$ cat src/rtl/ex_mem_buffer.sv
// Two-entry EX/MEM skid FIFO between the ALU stage and the memory stage.
// Optional CBZ resolution on the head entry is enabled by defining EXMEM_BRANCH_RESOLVE_EN.
module ex_mem_buffer #(
    parameter int n = 64
) (
    input  logic         clk,
    input  logic         rst_n,
    input  logic         flush,
    input  logic         in_valid,
    output logic         in_ready,
    input  logic [n-1:0] in_result,
    input  logic         in_z,
    input  logic [4:0]   in_rd,
    input  logic [3:0]   in_ctrl,
    output logic         out_valid,
    input  logic         out_ready,
    output logic [n-1:0] out_result,
    output logic         out_z,
    output logic [4:0]   out_rd,
    output logic [3:0]   out_ctrl,
    output logic         out_branch_taken,
    output logic [1:0]   out_count
);

    typedef struct packed {
        logic [n-1:0] result;
        logic         z;
        logic [4:0]   rd;
        logic [3:0]   ctrl;
    } entry_t;

    entry_t     mem_q [2];
    logic       wr_ptr_q, wr_ptr_d;
    logic       rd_ptr_q, rd_ptr_d;
    logic [1:0] count_q, count_d;
    logic       push, pop;
    entry_t     head;

    // in_ready depends only on count_q, so out_ready never reaches it combinationally.
    assign in_ready  = (count_q != 2'd2);
    assign out_valid = (count_q != 2'd0);
    assign out_count = count_q;
    assign push      = in_valid && in_ready;
    assign pop       = out_valid && out_ready;

    // NOTE: every always_comb output gets a default first so no path can infer a latch.
    always_comb begin
        count_d  = count_q;
        wr_ptr_d = wr_ptr_q;
        rd_ptr_d = rd_ptr_q;
        if (flush) begin
            count_d  = 2'd0;
            wr_ptr_d = 1'b0;
            rd_ptr_d = 1'b0;
        end else begin
            if (push) wr_ptr_d = ~wr_ptr_q;
            if (pop)  rd_ptr_d = ~rd_ptr_q;
            case ({push, pop})
                2'b10:   count_d = count_q + 2'd1;
                2'b01:   count_d = count_q - 2'd1;
                default: count_d = count_q;
            endcase
        end
    end

    // NOTE: sequential state uses non-blocking assignments so all registers update from pre-edge values.
    always_ff @(posedge clk) begin
        if (!rst_n) begin
            count_q  <= 2'd0;
            wr_ptr_q <= 1'b0;
            rd_ptr_q <= 1'b0;
        end else begin
            count_q  <= count_d;
            wr_ptr_q <= wr_ptr_d;
            rd_ptr_q <= rd_ptr_d;
        end
    end

    // NOTE: payload storage is deliberately not reset; occupancy alone decides whether it is visible.
    always_ff @(posedge clk) begin
        if (rst_n && push && !flush) begin
            mem_q[wr_ptr_q] <= '{result: in_result, z: in_z, rd: in_rd, ctrl: in_ctrl};
        end
    end

    // Head fields are masked to zero while empty so stale payload never leaks out.
    assign head       = out_valid ? mem_q[rd_ptr_q] : '0;
    assign out_result = head.result;
    assign out_z      = head.z;
    assign out_rd     = head.rd;
    assign out_ctrl   = head.ctrl;

`ifdef EXMEM_BRANCH_RESOLVE_EN
    assign out_branch_taken = out_valid && head.ctrl[0] && head.z;
`else
    assign out_branch_taken = 1'b0;
`endif

endmodule

$ cat config.mk
export PLATFORM = sky130hd
export DESIGN_NAME = ex_mem_buffer
export DESIGN_NICKNAME = d
export VERILOG_FILES = /design/src/rtl/ex_mem_buffer.sv
export SDC_FILE = /design/constraint.sdc
export NUM_CORES = 1
export LEC_CHECK = 0
export BUFFER_PORTS_ARGS = -buffer_cell sky130_fd_sc_hd__buf_4
export CORE_MARGIN = 10
export CORE_UTILIZATION = 40
export CTS_CLUSTER_DIAMETER = 60
export CTS_CLUSTER_SIZE = 12
export DETAILED_ROUTE_END_ITERATION = 7
export SYNTH_ARGS = -nofsm -noshare
export SYNTH_HDL_FRONTEND = slang
export SYNTH_SLANG_ARGS = --single-unit
export TNS_END_PERCENT = 30
$ cat constraint.sdc
create_clock -name clk -period 21.1 [get_ports clk]
set_input_delay 3.165 -clock clk [delete_from_list [all_inputs] [get_ports clk]]
set_output_delay 3.165 -clock clk [all_outputs]
set_load 0.01 [all_outputs]
# Yosys cells after proc, flatten, opt, wreduce, memory -nomap -nowiden
# Memory sizes are Yosys's and may differ from the RTL's. A register that Yosys moved wholly into a read port is not among the register bits.
# Cells that the tools add are included.
# word_totals
ff_bits,4
ramBits,148
out_inout_bits,79
word_cells,26
n_memories,1
# op_classes
add_sub_neg,2
eq_ne,3
mux,6
bitwise_logic,3
reduce_logical,8
# mem_list
memory,words,word_bits,read_ports,rd_ports_with_merged_regs,write_ports,line_no,text
mem_q,2,74,1,1,1,32,entry_t mem_q [2];
# ops
cell,n
$mux 74,1
$logic_and 1x1->1,4
$mux 1,4
$pmux 2 s2,1
$reduce_bool 2->1,2
$not 1->1,3
$add 2x1->2 const B,1
$eq 2x1->1 const B,1
$eq 2x2->1 const B,1
$ne 2x2->1 const B,1
$reduce_or 2->1,1
$sub 2x1->2 const B,1
$logic_not 1->1,1

# Depth between registers and ports, before layout
# logic_depth
depth_word,6
mapped_depth,6

# Least setup slack after synthesis
# No wires, ideal clock.
# synth_timing
kind,input to register
from,input flush
to,"memory mem_q[0][0] in the netlist's numbering, enable pin"
setup_time_ns,0.597
t_arrival_ns,8.416
path_slack_ns,12.086
stages,2
path_buffers,0
cell_sequence,nand2b_1 nor3_1
# synth_between
elab_chain_len,4
# synth_lines
item,line_no,text
start: declaration,8,"input logic flush,"
$logic_not 1->1,81,if (rst_n && push && !flush) begin
$logic_and 1x1->1,81,
$mux 1,81,
$mux 1 (not written as such),82,"mem_q[wr_ptr_q] <= '{result: in_result, z: in_z, rd: in_rd, ctrl: in_ctrl};"
end: declaration,32,
# Every way passes these cells.

==> impl_metrics.py <==
metrics = {
    "status": {
        "outcome": "finished, final reports clean",
    },
    "hold_path": {
        "hp-start": "rd_ptr_q$_SDFFE_PP0P_",
        "hp-class": "reg2reg",
    },
    "synth": {
        "synth_area_leaders": "edfxtp_1 77%, mux2i_1 13%, nor2_1 5.1%",
        "synth_cell_types": 20,
        "yosys_warnings": 0,
        "synth_top_area_share_pct": 76.7,
        "synth-seq-area-share_pct": 78.4,
        "syn_inst": 342,
        "yosysTopAreaCell": "edfxtp_1",
        "netlist_area_mm2": 0.00580,
        "synth.avg_cell_area_um2": 16.9,
        "synth-seq-cells": 153,
        "synth_fp_nets": 422,
    },
    "worst_setup_path": {
        "arrival_ns": 2.40,
        "worstSetupPathType": "reg2out",
        "start_kind": "register",
        "worstReg2RegEnd": "mem_q[1][18]$_DFFE_PP_",
        "r2r_setup_slack_ns": 18.87,
        "crit_required_ns": 17.94,
        "critPathCaptureType": "output pin",
        "crit_path_max_fanout": 48,
        "r2r_start": "out_count[0]$_SDFFE_PP0P_",
        "critPathCapture": "out_ctrl[3]",
        "ff2ff_path_depth": 4,
    },
    "sta": {
        "maxSlewViolCount": 0,
        "fmax_mhz": 180,
        "setup_slack_ns": 15.54,
        "setup_viol": 0,
        "fin_crit_ns": 5.56,
        "fin_crit_sh_pct": 26.4,
        "tightest_slew_ns": 1.00,
        "fin_tns_setup_ns": 0,
        "relSlewSlack_pct": 33.1,
        "rsz0062_at_grt": "no",
        "skew_ns": 0.00504,
        "hold_violations": 0,
    },
    "routing": {
        "antenna_left": 0,
        "vias": 3325,
        "viasPerCell": 4.77,
        "routed_wl_um": 12500,
        "first_pass_iters": 4,
        "drt_iter0_drc": 160,
        "drc": 0,
        "wl_per_cell_um": 17.9,
    },
    "clock_network": {
        "htree_levels": 4,
        "cts_buffers": 17,
        "clkSinkCount": 153,
        "cts_setup_buffers": 0,
        "tritoncts": "built",
        "ctsResizeCount": 0,
        "cts.clk_slew.worst_paths_ns": 0.06,
        "cts_buffer_depth": 2,
        "clock-root-buffer": "clkbuf_16",
        "ctsHoldBuffers": 0,
        "clk_latency_ns": 0.41,
    },
    "placement": {
        "io_buffers": 156,
        "hpwl_um": 8300,
        "gp_congestion": 0.745,
        "place_area_mm2": 0.00715,
        "dpl_worst_slack_ns": 15.91,
    },
    "floorplanning": {
        "die_area_mm2": 0.0197,
        "start_util_pct": 41.3,
        "die-height_um": 140,
        "num_rows": 43,
        "core_mm2": 0.0140,
        "io_pins": 158,
        "die_w_um": 140,
    },
    "power_and_ir_drop": {
        "pwr-share-clk_pct": 43.1,
        "p_seq_share_pct": 49.6,
        "p_leak_nw": 2.81,
        "p_sw_share_pct": 20.4,
        "p_sw_mw": 0.141,
        "p_per_area_mw_per_mm2": 89.1,
        "vdd_drop_max_v": 0.0000505,
        "power.internal_mw": 0.549,
        "combPwrFrac_pct": 7.3,
    },
    "final_layout": {
        "areaGrowthSynthToFinish_pct": 33.5,
        "insertedDiodeCount": 0,
        "nNetsFinal": 585,
        "postLayoutCellArea_mm2": 0.00774,
        "seq_area_mm2": 0.00455,
        "n_fill_cell": 1166,
        "drive_gt1_share_pct": 37.3,
        "multi_input_area_mm2": 0.00116,
        "finalCoreUtilization_pct": 55.1,
    },
    "grt": {
        "grt_pass1_vias": 3613,
        "antenna_found_initial": 0,
        "grt_pass1_wl_um": 19500,
        "grt_max_degree": 76,
        "grt-ovfl-total": 0,
        "grt.total_usage_pct": 12.6,
    },
    "flow_run": {
        "maxCapViolations": 0,
    },
}
flip-flops by register name, summed over array words and instances, names as in the netlist, named ones only:
name,count
wr_ptr_q,1
out_count,2
rd_ptr_q,1
mem_q,148
power groups by stage:
| stage | registers, mW | clock network (mW) | logic, mW |
|---|---|---|---|
| final | 0.342 | 0.297 | 0.0505 |
| after global routing | 0.342 | 0.319 | 0.0555 |
| after CTS | 0.342 | 0.302 | 0.0520 |
| after detailed placement | 0.348 | 0 | 0.0517 |
| after global placement | 0.348 | 0 | 0.0511 |
| after floorplan | 0.349 | 0 | 0.0213 |
synth_stat cells (all sizes together):
master  number
buf         15
dfxtp        5
nand3        1
nand2b       2
a21oi        2
edfxtp     148
or3          1
conb         1
mux2i       74
clkbuf       2
nor3         2
xnor2        1
inv          3
nor2        78
ha           1
nand2        1
xor2         2
o21ai        2
a21o         1
worst min path at each step:
stage / end / slack, ns / cells past startpoint
global placement: rd_ptr_q$_SDFFE_PP0P_ / 0.49 / 2
CTS: rd_ptr_q$_SDFFE_PP0P_ / 0.51 / 2
global route: rd_ptr_q$_SDFFE_PP0P_ / 0.55 / 2
floorplan: register / 0.47 / 2
detailed placement: register / 0.50 / 2
finish: rd_ptr_q$_SDFFE_PP0P_ / 0.51 / 2
cells in the final DEF, fill, tap and decap left out:
| master | Yosys | final |
|---|---|---|
| nand2b_1 | 2 | 2 |
| a21o_1 | 1 | 1 |
| dfxtp_1 | 5 | 4 |
| bufinv_16 | 0 | 3 |
| clkbuf_16 | 0 | 17 |
| clkinv_1 | 0 | 2 |
| clkbuf_1 | 2 | 1 |
| conb_1 | 1 | 1 |
| xor2_1 | 2 | 2 |
| nor2_1 | 78 | 77 |
| or3_1 | 1 | 1 |
| nand3_1 | 1 | 1 |
| inv_1 | 3 | 3 |
| nor2_4 | 0 | 1 |
| o21ai_0 | 2 | 2 |
| clkinvlp_4 | 0 | 4 |
| edfxtp_1 | 148 | 148 |
| buf_4 | 7 | 161 |
| dfxtp_4 | 0 | 1 |
| clkinv_2 | 0 | 2 |
| clkinv_4 | 0 | 2 |
| nor3_2 | 0 | 2 |
| ha_1 | 1 | 1 |
| a21oi_1 | 2 | 2 |
| mux2i_1 | 74 | 74 |
| nand2_1 | 1 | 1 |
| xnor2_1 | 1 | 1 |
kinds of logic (layout without fill, tap and decap cells):
group                    Yosys count  count (layout)  share of synthesized area, %
AND/OR/NAND/NOR                   85              85                          5.70
flip-flops                       153             153                          78.4
other                              1               1                        0.0647
multiplexers                      74              74                          12.8
AO/OA/AOI/OAI                      5               5                         0.475
buffers and inverters             20             195                          1.92
XOR/XNOR                           3               3                         0.453
adder cells (fa/ha/maj)            1               1                         0.216
critical path, stage by stage (launching register included):
cell,delay (ns)
dfxtp_4,0.66
buf_4,0.75
mux2i_1,0.27
nor2_1,0.09
buf_4,0.20
metrics by stage:
stage,power (mW),instances,hold slack [ns]
6_report,0.689,697,0.509
5_1_grt,0.716,697,0.548
4_1_cts,0.696,697,0.510
3_5_place_dp,0.400,666,0.496
3_3_place_gp,0.399,666,0.492
2_1_floorplan,0.370,342,0.472
per-layer routing:
metal / share of wire [%] / GRT usage (%) / up-vias
met1: 41 / 14.2 / 1629
met4: 1.0 / 5.05 / 0
met2: 51 / 20.8 / 104
met3: 7.1 / 5.21 / 13
li1: - / - / 1579
met5: 0 / 0 / -
area by class of cell:
cell class | count | area share [%]
Multi-Input combinational cell | 169 | 15.0
Inverter | 3 | 0.146
Sequential cell | 153 | 58.8
Clock inverter | 13 | 2.01
Timing Repair Buffer | 161 | 15.6
Clock buffer | 18 | 5.55
Tap cell | 180 | 2.91
Note: power is estimated with default switching activity, not from simulation.
